<file path="src/rtl/traffic_light_monitor.sv">
// traffic_light_monitor
//   Passive checker on the NS/EW light-code interface of a traffic light
//   controller. Decodes the code pair, locks onto the phase ring
//   NS-green -> yellow -> EW-green -> yellow, checks combo legality, phase
//   order and per-phase dwell. Reports a sticky error with the first error
//   code captured, a per-error pulse, and a saturating completed-cycle count.
//
//   Optional feature: define TLM_STALL_WDOG_EN to add a stall watchdog that
//   raises error 5 after WDOG_LIMIT consecutive x=0 cycles while locked.
//   Without the macro, x=0 may hold a phase indefinitely.
//
// Ports
//   clk        in   clock, rising edge
//   clear      in   synchronous active-high reset
//   NS, EW     in   2-bit light codes (0=RED, 1=YELLOW, 2=GREEN)
//   x          in   controller advance enable; dwell counts only when x=1
//   phase      out  0=SYNC, 1=NSG, 2=Y1, 3=EWG, 4=Y2
//   locked     out  phase != SYNC
//   err        out  sticky error flag
//   err_code   out  first error: 1=illegal combo, 2=bad order,
//                   3=dwell short, 4=dwell long, 5=stall
//   err_pulse  out  one-cycle pulse per detected error
//   cycles     out  completed full cycles, saturating
//
// state | meaning
// SYNC  | not locked; waiting for a change into either green
// NSG   | north-south green
// Y1    | yellow after NS green
// EWG   | east-west green
// Y2    | yellow after EW green

module traffic_light_monitor #(
  parameter int unsigned NSG_DWELL  = 31,
  parameter int unsigned YEL_DWELL  = 6,
  parameter int unsigned EWG_DWELL  = 56,
  parameter int unsigned CNT_W      = 7,
  parameter int unsigned CYC_W      = 8,
  parameter int unsigned WDOG_LIMIT = 100
) (
  input  logic             clk,
  input  logic             clear,
  input  logic [1:0]       NS,
  input  logic [1:0]       EW,
  input  logic             x,
  output logic [2:0]       phase,
  output logic             locked,
  output logic             err,
  output logic [2:0]       err_code,
  output logic             err_pulse,
  output logic [CYC_W-1:0] cycles
);

  typedef enum logic [2:0] {
    PH_SYNC = 3'd0,
    PH_NSG  = 3'd1,
    PH_Y1   = 3'd2,
    PH_EWG  = 3'd3,
    PH_Y2   = 3'd4
  } phase_e;

  typedef enum logic [1:0] {
    C_GNS = 2'd0,
    C_YY  = 2'd1,
    C_GEW = 2'd2,
    C_ILL = 2'd3
  } combo_e;

  localparam logic [2:0] E_NONE  = 3'd0;
  localparam logic [2:0] E_ILL   = 3'd1;
  localparam logic [2:0] E_ORDER = 3'd2;
  localparam logic [2:0] E_SHORT = 3'd3;
  localparam logic [2:0] E_LONG  = 3'd4;
`ifdef TLM_STALL_WDOG_EN
  localparam logic [2:0] E_STALL = 3'd5;
`endif

  localparam int unsigned MAX_DWELL =
    (NSG_DWELL > EWG_DWELL) ? ((NSG_DWELL > YEL_DWELL) ? NSG_DWELL : YEL_DWELL)
                            : ((EWG_DWELL > YEL_DWELL) ? EWG_DWELL : YEL_DWELL);

  // The dwell counter must represent the largest dwell plus one.
  if ((MAX_DWELL + 1) > ((2 ** CNT_W) - 1) || WDOG_LIMIT == 0) begin : g_bad_params
    $error("traffic_light_monitor: CNT_W too small or WDOG_LIMIT zero");
  end

  combo_e           code;
  combo_e           prev_q;
  phase_e           phase_q, phase_d;
  logic [CNT_W-1:0] dwell_q, dwell_d;
  logic             err_q, err_d;
  logic [2:0]       err_code_q, err_code_d;
  logic             err_pulse_q, err_pulse_d;
  logic [CYC_W-1:0] cycles_q, cycles_d;
  logic             locked_q, locked_d;

  logic [CNT_W-1:0] req_dwell;
  combo_e           legal_code;
  phase_e           legal_next;
  logic [2:0]       err_det;
  logic             changed;

`ifdef TLM_STALL_WDOG_EN
  localparam int unsigned STALL_W = $clog2(WDOG_LIMIT + 1);
  logic [STALL_W-1:0] stall_q, stall_d, stall_inc;
`endif

  always_comb begin
    unique case ({NS, EW})
      4'b1000: code = C_GNS;
      4'b0101: code = C_YY;
      4'b0010: code = C_GEW;
      default: code = C_ILL;
    endcase
  end

  assign changed = (code != prev_q);

  // Required dwell of the current phase and the only code that may follow it.
  always_comb begin
    req_dwell  = '0;
    legal_code = C_ILL;
    legal_next = PH_SYNC;
    unique case (phase_q)
      PH_NSG: begin req_dwell = CNT_W'(NSG_DWELL); legal_code = C_YY;  legal_next = PH_Y1;  end
      PH_Y1:  begin req_dwell = CNT_W'(YEL_DWELL); legal_code = C_GEW; legal_next = PH_EWG; end
      PH_EWG: begin req_dwell = CNT_W'(EWG_DWELL); legal_code = C_YY;  legal_next = PH_Y2;  end
      PH_Y2:  begin req_dwell = CNT_W'(YEL_DWELL); legal_code = C_GNS; legal_next = PH_NSG; end
      default: ;
    endcase
  end

  always_comb begin
    phase_d     = phase_q;
    dwell_d     = dwell_q;
    err_d       = err_q;
    err_code_d  = err_code_q;
    err_pulse_d = 1'b0;
    cycles_d    = cycles_q;
    err_det     = E_NONE;
`ifdef TLM_STALL_WDOG_EN
    stall_inc   = '0;
    stall_d     = '0;
`endif

    if (code == C_ILL) begin
      err_det = E_ILL;
    end else if (phase_q == PH_SYNC) begin
      // Lock only on an edge into a green; the partial phase before it is not checked.
      if (changed && code != C_YY) begin
        phase_d = (code == C_GNS) ? PH_NSG : PH_EWG;
        dwell_d = {{(CNT_W-1){1'b0}}, x};
      end
    end else if (changed) begin
      if (code != legal_code) begin
        err_det = E_ORDER;
      end else if (dwell_q != req_dwell) begin
        err_det = E_SHORT;
      end else begin
        phase_d = legal_next;
        dwell_d = {{(CNT_W-1){1'b0}}, x};
        if (phase_q == PH_Y2 && cycles_q != {CYC_W{1'b1}}) begin
          cycles_d = cycles_q + 1'b1;
        end
      end
    end else if (x) begin
      if (dwell_q == req_dwell) begin
        err_det = E_LONG;
      end else begin
        dwell_d = dwell_q + 1'b1;
      end
    end

`ifdef TLM_STALL_WDOG_EN
    if (phase_q != PH_SYNC && !x) begin
      stall_inc = stall_q + 1'b1;
    end
    if (err_det == E_NONE && stall_inc == STALL_W'(WDOG_LIMIT)) begin
      err_det = E_STALL;
    end
    stall_d = stall_inc;
`endif

    if (err_det != E_NONE) begin
      err_pulse_d = 1'b1;
      err_d       = 1'b1;
      if (err_code_q == E_NONE) begin
        err_code_d = err_det;
      end
      phase_d = PH_SYNC;
      dwell_d = '0;
`ifdef TLM_STALL_WDOG_EN
      stall_d = '0;
`endif
    end

    locked_d = (phase_d != PH_SYNC);
  end

  // prev_q keeps sampling through clear so a green held across clear is
  // not treated as a fresh entry.
  always_ff @(posedge clk) begin
    prev_q <= code;
    if (clear) begin
      phase_q     <= PH_SYNC;
      dwell_q     <= '0;
      err_q       <= 1'b0;
      err_code_q  <= E_NONE;
      err_pulse_q <= 1'b0;
      cycles_q    <= '0;
      locked_q    <= 1'b0;
`ifdef TLM_STALL_WDOG_EN
      stall_q     <= '0;
`endif
    end else begin
      phase_q     <= phase_d;
      dwell_q     <= dwell_d;
      err_q       <= err_d;
      err_code_q  <= err_code_d;
      err_pulse_q <= err_pulse_d;
      cycles_q    <= cycles_d;
      locked_q    <= locked_d;
`ifdef TLM_STALL_WDOG_EN
      stall_q     <= stall_d;
`endif
    end
  end

  assign phase     = phase_q;
  assign locked    = locked_q;
  assign err       = err_q;
  assign err_code  = err_code_q;
  assign err_pulse = err_pulse_q;
  assign cycles    = cycles_q;

endmodule

</file>
<file path="config.mk">
export PLATFORM = sky130hd
export DESIGN_NAME = traffic_light_monitor
export DESIGN_NICKNAME = d
export VERILOG_FILES = /design/src/rtl/traffic_light_monitor.sv
export SDC_FILE = /design/constraint.sdc
export NUM_CORES = 1
export LEC_CHECK = 0
export CORE_MARGIN = 5
export CORE_UTILIZATION = 40
export DETAILED_ROUTE_END_ITERATION = 16
export PLACE_DENSITY = 0.68
export SLEW_MARGIN = 10
export SYNTH_ARGS = -nofsm -noshare
export SYNTH_HDL_FRONTEND = slang
export SYNTH_SLANG_ARGS = --single-unit
</file>
<file path="constraint.sdc">
create_clock -name clk -period 4.35 [get_ports clk]
set_input_delay 0.6525 -clock clk [delete_from_list [all_inputs] [get_ports clk]]
set_output_delay 0.6525 -clock clk [all_outputs]
set_load 0.005 [all_outputs]
</file>
* Yosys cells after proc, flatten, opt, wreduce, memory -nomap -nowiden *
Index checks and enable logic that the tools add are counted.

word-level totals
  output and inout bits = 17
  bits of input ports = 7
  bits in registers = 26
  logic and storage cells = 73

cells by class
  multiplexer cells = 27
  reductions and logical operators = 14
  equality and inequality tests = 18
  bitwise logic cells = 4
  add/sub/neg operators = 2

operators by type and width
  cell                                                                     number
  7-bit two-way mux                                                        7
  3-bit two-way mux                                                        12
  6-bit one-hot mux with 3 select lines                                    1
  2-bit one-hot mux with 3 select lines                                    2
  3-bit one-hot mux with 4 select lines                                    1
  6-bit AND reduction                                                      2
  3-bit inequality test, second input constant                             3
  3-bit nonzero test                                                       3
  8-bit by 1-bit adder with 8-bit output, second input constant            1
  8-bit inequality test, second input constant                             1
  7-bit by 1-bit adder with 7-bit output, second input constant            1
  7-bit equality test                                                      1
  7-bit inequality test                                                    1
  3-bit by 2-bit equality test with 1-bit output, second input constant    2
  3-bit zero test                                                          2
  2-bit two-way mux                                                        3
  2-bit OR reduction                                                       3
  4-bit by 2-bit equality test with 1-bit output, second input constant    1
  4-bit by 3-bit equality test with 1-bit output, second input constant    1
  4-bit equality test, second input constant                               1
  2-bit by 1-bit inequality test with 1-bit output, second input constant  2
  2-bit inequality test                                                    2
  1-bit NOT                                                                4
  3-bit by 1-bit equality test with 1-bit output, second input constant    1
  6 further kinds                                                          7

* Longest topological paths before layout *
  depth in word-level cells = 12
  depth in mapped cells = 10
  gate-level depth less buffers = 8

* Least setup slack after synthesis *
OpenSTA, ideal clock, no wires.

  path kind = input to register
  from = input port EW[1]
  to = register dwell_q[6]
  path slack = 1.770 ns
  stages = 10
  arrival = 2.451 ns
  required time = 4.221 ns
  path buffers = 2
  library setup time = 0.129 ns
  cell sequence = buf_2 > and4bb_1 > o21ai_1 > a31oi_1 > or2_0 > buf_2 > o31a_4 > a211oi_1 > xnor2_1 > nor2_1

between the ends
  cells in the longest elaborated chain, start to end = 9
  elaborated cells on any way between the ends = 24
  classes of those cells = eq/ne: 11; mux: 7; bitwise: 1; reduce/logical: 5

ends and longest elaborated chain
  element                                                                 RTL line  source
  from (decl)                                                             43        input logic [1:0] EW,
  4-bit by 2-bit equality test with 1-bit output (tied with other cells)  108       unique case ({NS, EW})
  2-bit one-hot mux with 3 select lines *                                 108
  2-bit inequality test                                                   154       if (code != legal_code) begin
  2-bit two-way mux                                                       154
  3-bit two-way mux                                                       153       end else if (changed) begin
  3-bit two-way mux                                                       147       end else if (phase_q == PH_SYNC) begin
  3-bit two-way mux                                                       145       if (code == C_ILL) begin
  3-bit nonzero test                                                      183       if (err_det != E_NONE) begin
  2-bit OR reduction (no source line)                                     -
  to (signal assigned)                                                    216       dwell_q <= dwell_d;
  to (decl)                                                               89        logic [CNT_W-1:0] dwell_q, dwell_d;

Every way passes the cells marked *; elsewhere a longest branch is shown, timed or not.
A chain may end at the register's enable or synchronous reset.

* Worst setup path after layout *
  from = input port EW[1]
  to = register dwell_q[0]

Same word-level chain as after synthesis.

==> flow_summary.yaml <==
run_status:
  status: "finished, final reports clean"
synthesis:
  synth_top_area_share_pct: 33.8
  yosys_warnings: 0
  synth_async_sr_flop_share_pct: 0
  synth-main-ff-cell: "dfxtp_1"
  synthCells: 184
  ys_ff_latch: 26
  synth_edf_count: 0
  syn_area_per_cell_um2: 8.37
  netlist_area_um2: 1540
  netlist_top_cells_area: "dfxtp_1 (34%), nor2_1 (7.6%), xor2_1 (4.0%), mux2i_1 (3.9%), a211oi_1 (3.4%)"
  synth_top_cell_by_area: "dfxtp_1"
  synth_cell_types: 50
  synthesis.nets: 193
  synth-seq-area-share_pct: 33.8
clocking:
  cts.sinks: 26
  post_cts_buffers: 0
  cts_resized: 0
  clk_pin_slew_worst_paths_ns: 0.10
  cts-root-buf: "clkbuf_8"
  clk_latency_ns: 0.28
  hold_buffers: 0
  clk_path_buf_depth: 2
  cts_tree: "yes"
  cts_htree_levels: 1
  cts_buffers: 3
timing:
  tightest_slew_ns: 0.638
  hold_ws_ns: 0.455
  rsz0062_at_grt: "false"
  skew_ns: 0.0137
  hold_violations: 0
  fin_tns_setup_ns: 0
  period_needed_ns: 3.10
  slew_headroom_pct: 57.5
  drv_slew: 0
  setup_violations: 0
  fmax_mhz: 323
  finalCritPeriodShare_pct: 71.2
setup_path:
  crit_path_start_kind: "input port"
  cp.required_ns: 4.52
  r2r_slack_ns: 1.66
  crit_arrival_ns: 3.27
  regToRegEndpoint: "dwell_q[5]$_SDFFE_PP0P_"
  reg2reg_from: "phase[2]$_SDFF_PP0_"
  r2r_cells: 8
  end_kind: "register"
  crit_path_start: "EW[1]"
  crit_type: "in -> reg"
  cp_max_fo: 8
  endpoint: "dwell_q[0]$_SDFFE_PP0P_"
detailed_routing:
  drt-total-wl_um: 3250
  vias_per_cell: 5.33
  final_antenna_net_count: 0
  drtIter0Drc: 37
  dr.pass1.iters: 4
  vias: 1343
  drc: 0
  avgRoutedWirePerCell_um: 12.9
grt:
  met3_usage_pct: 1.66
  grt_max_degree: 17
  met2_usage_pct: 21.0
  grt_pass1_wl_um: 5390
  track_usage_pct: 12.6
  first_global_vias: 1233
  use_met1_pct: 16.8
  antenna_found_initial: 0
  gr-max-usage-layer: "met2"
  grt_overflow: 0
final_layout:
  post_route_cells_drive_above_1_share_pct: 7.84
  antennaDiodeCount: 0
  post-route-util_pct: 50.6
  final_cell_mix: "nor2_1 (31), dfxtp_1 (26), clkdlybuf4s50_1 (23)"
  syn2layout_area_growth_pct: 21.2
  nNetsFinal: 214
  final_common_cell: "nor2_1"
hold_path:
  hold_path.class: "reg -> reg"
power_and_ir_drop:
  clockPowerShare_pct: 38.0
  p_seq_share_pct: 46.7
  comb_power_share_pct: 15.3
  cellLeakagePower_uw: 0.000668
  swShare_pct: 24.3
  p_int_uw: 400
  power_density_nw_per_um2: 283
  vdd_drop_max_mv: 0.152
  power_uw: 529
  p_sw_uw: 128
run:
  cap_violations: 0
floorplanning:
  initial_core_util_pct: 41.8
  pin_count: 24
  die-area_um2: 5190
  std_cell_rows: 22
  die_h_um: 72.1
  die_w_um: 72.1
  core_area_um2: 3690
place:
  hpwl_um: 2460
  finalWeightedCongestion: 0.833
  port_buffers: 23
worst min path at each step:
stage | start | endpoint | slack (ns) | depth (start not counted)
after global placement | err$_SDFFE_PP0N_ | err$_SDFFE_PP0N_ | 0.43 | 2
after global routing | err$_SDFFE_PP0N_ | err$_SDFFE_PP0N_ | 0.50 | 2
after floorplan | err$_SDFFE_PP0N_ | err$_SDFFE_PP0N_ | 0.44 | 2
after CTS | err$_SDFFE_PP0N_ | err$_SDFFE_PP0N_ | 0.46 | 2
after detailed placement | err$_SDFFE_PP0N_ | err$_SDFFE_PP0N_ | 0.45 | 2
final | err$_SDFFE_PP0N_ | err$_SDFFE_PP0N_ | 0.45 | 2
layer usage:
| metal | share of wire [%] | vias to the layer above |
|---|---|---|
| met2 | 47 | 21 |
| li1 | - | 699 |
| met5 | 0 | - |
| met4 | 0.62 | 0 |
| met1 | 49 | 621 |
| met3 | 3.2 | 2 |
synth_stat cells (2+ instances only):
| cell | instances |
|---|---|
| or3_1 | 3 |
| dfxtp_1 | 26 |
| a21oi_2 | 2 |
| xnor2_1 | 6 |
| nand2b_1 | 4 |
| a211oi_1 | 7 |
| nand2_1 | 9 |
| o21ai_0 | 7 |
| a21oi_1 | 7 |
| buf_2 | 4 |
| nor2_1 | 31 |
| a31oi_1 | 4 |
| nand4_1 | 5 |
| and3_1 | 3 |
| nand3_1 | 6 |
| mux2i_1 | 6 |
| ha_1 | 2 |
| xor2_1 | 7 |
| o31a_1 | 2 |
| o21ai_1 | 2 |
| inv_1 | 6 |
| nor3_1 | 6 |
| clkbuf_1 | 2 |
cell type report:
cell class | instances | area, um2
Fill cell | 364 | 1820
Multi-Input combinational cell | 145 | 962
Sequential cell | 26 | 520
Timing Repair Buffer | 23 | 230
Tap cell | 48 | 60.1
Clock buffer | 3 | 41.3
Clock inverter | 1 | 30.0
Inverter | 6 | 22.5
sequential cells by signal, indices dropped and copies added (netlist names):
| signal | count |
|---|---|
| locked | 1 |
| prev_q | 2 |
| err_code | 3 |
| phase | 3 |
| err_pulse | 1 |
| cycles | 8 |
| dwell_q | 7 |
| err | 1 |
through the flow:
step | worst slack, ns | area, um2 | std cells
6_report | 1.25 | 1870 | 252
5_1_grt | 1.13 | 1870 | 252
4_1_cts | 1.29 | 1870 | 252
3_5_place_dp | 1.03 | 1800 | 248
3_3_place_gp | 1.05 | 1800 | 248
2_1_floorplan | 1.77 | 1540 | 184
worst max-delay path: stages:
cell	delay (ns)
clkdlybuf4s50_1	0.53
and4bb_1	0.42
o21ai_1	0.09
a31oi_1	0.25
or2_0	0.39
nand3_1	0.31
a21oi_2	0.27
a21oi_1	0.10
a311oi_1	0.25
kinds of logic (layout without fill, tap and decap cells):
family | count (synthesis) | after routing | synth area share, %
xor gates and xnor gates | 13 | 13 | 7.39
buffers and inverters | 13 | 33 | 3.74
DFF | 26 | 26 | 33.8
muxes | 6 | 6 | 3.90
and+or+nand+nor | 82 | 82 | 29.6
AOI/OAI and AO/OA | 42 | 42 | 20.0
adders and majority gates | 2 | 2 | 1.62
power by group through the flow:
stage	Combinational [uW]	Clock (uW)	Sequential [uW]
floorplan	58.1	0	251
global placement	81.0	0	252
detailed placement	80.7	0	253
CTS	81.1	206	247
global route	88.3	215	248
finish	80.8	201	247
Note: power is estimated with default switching activity, not from simulation.
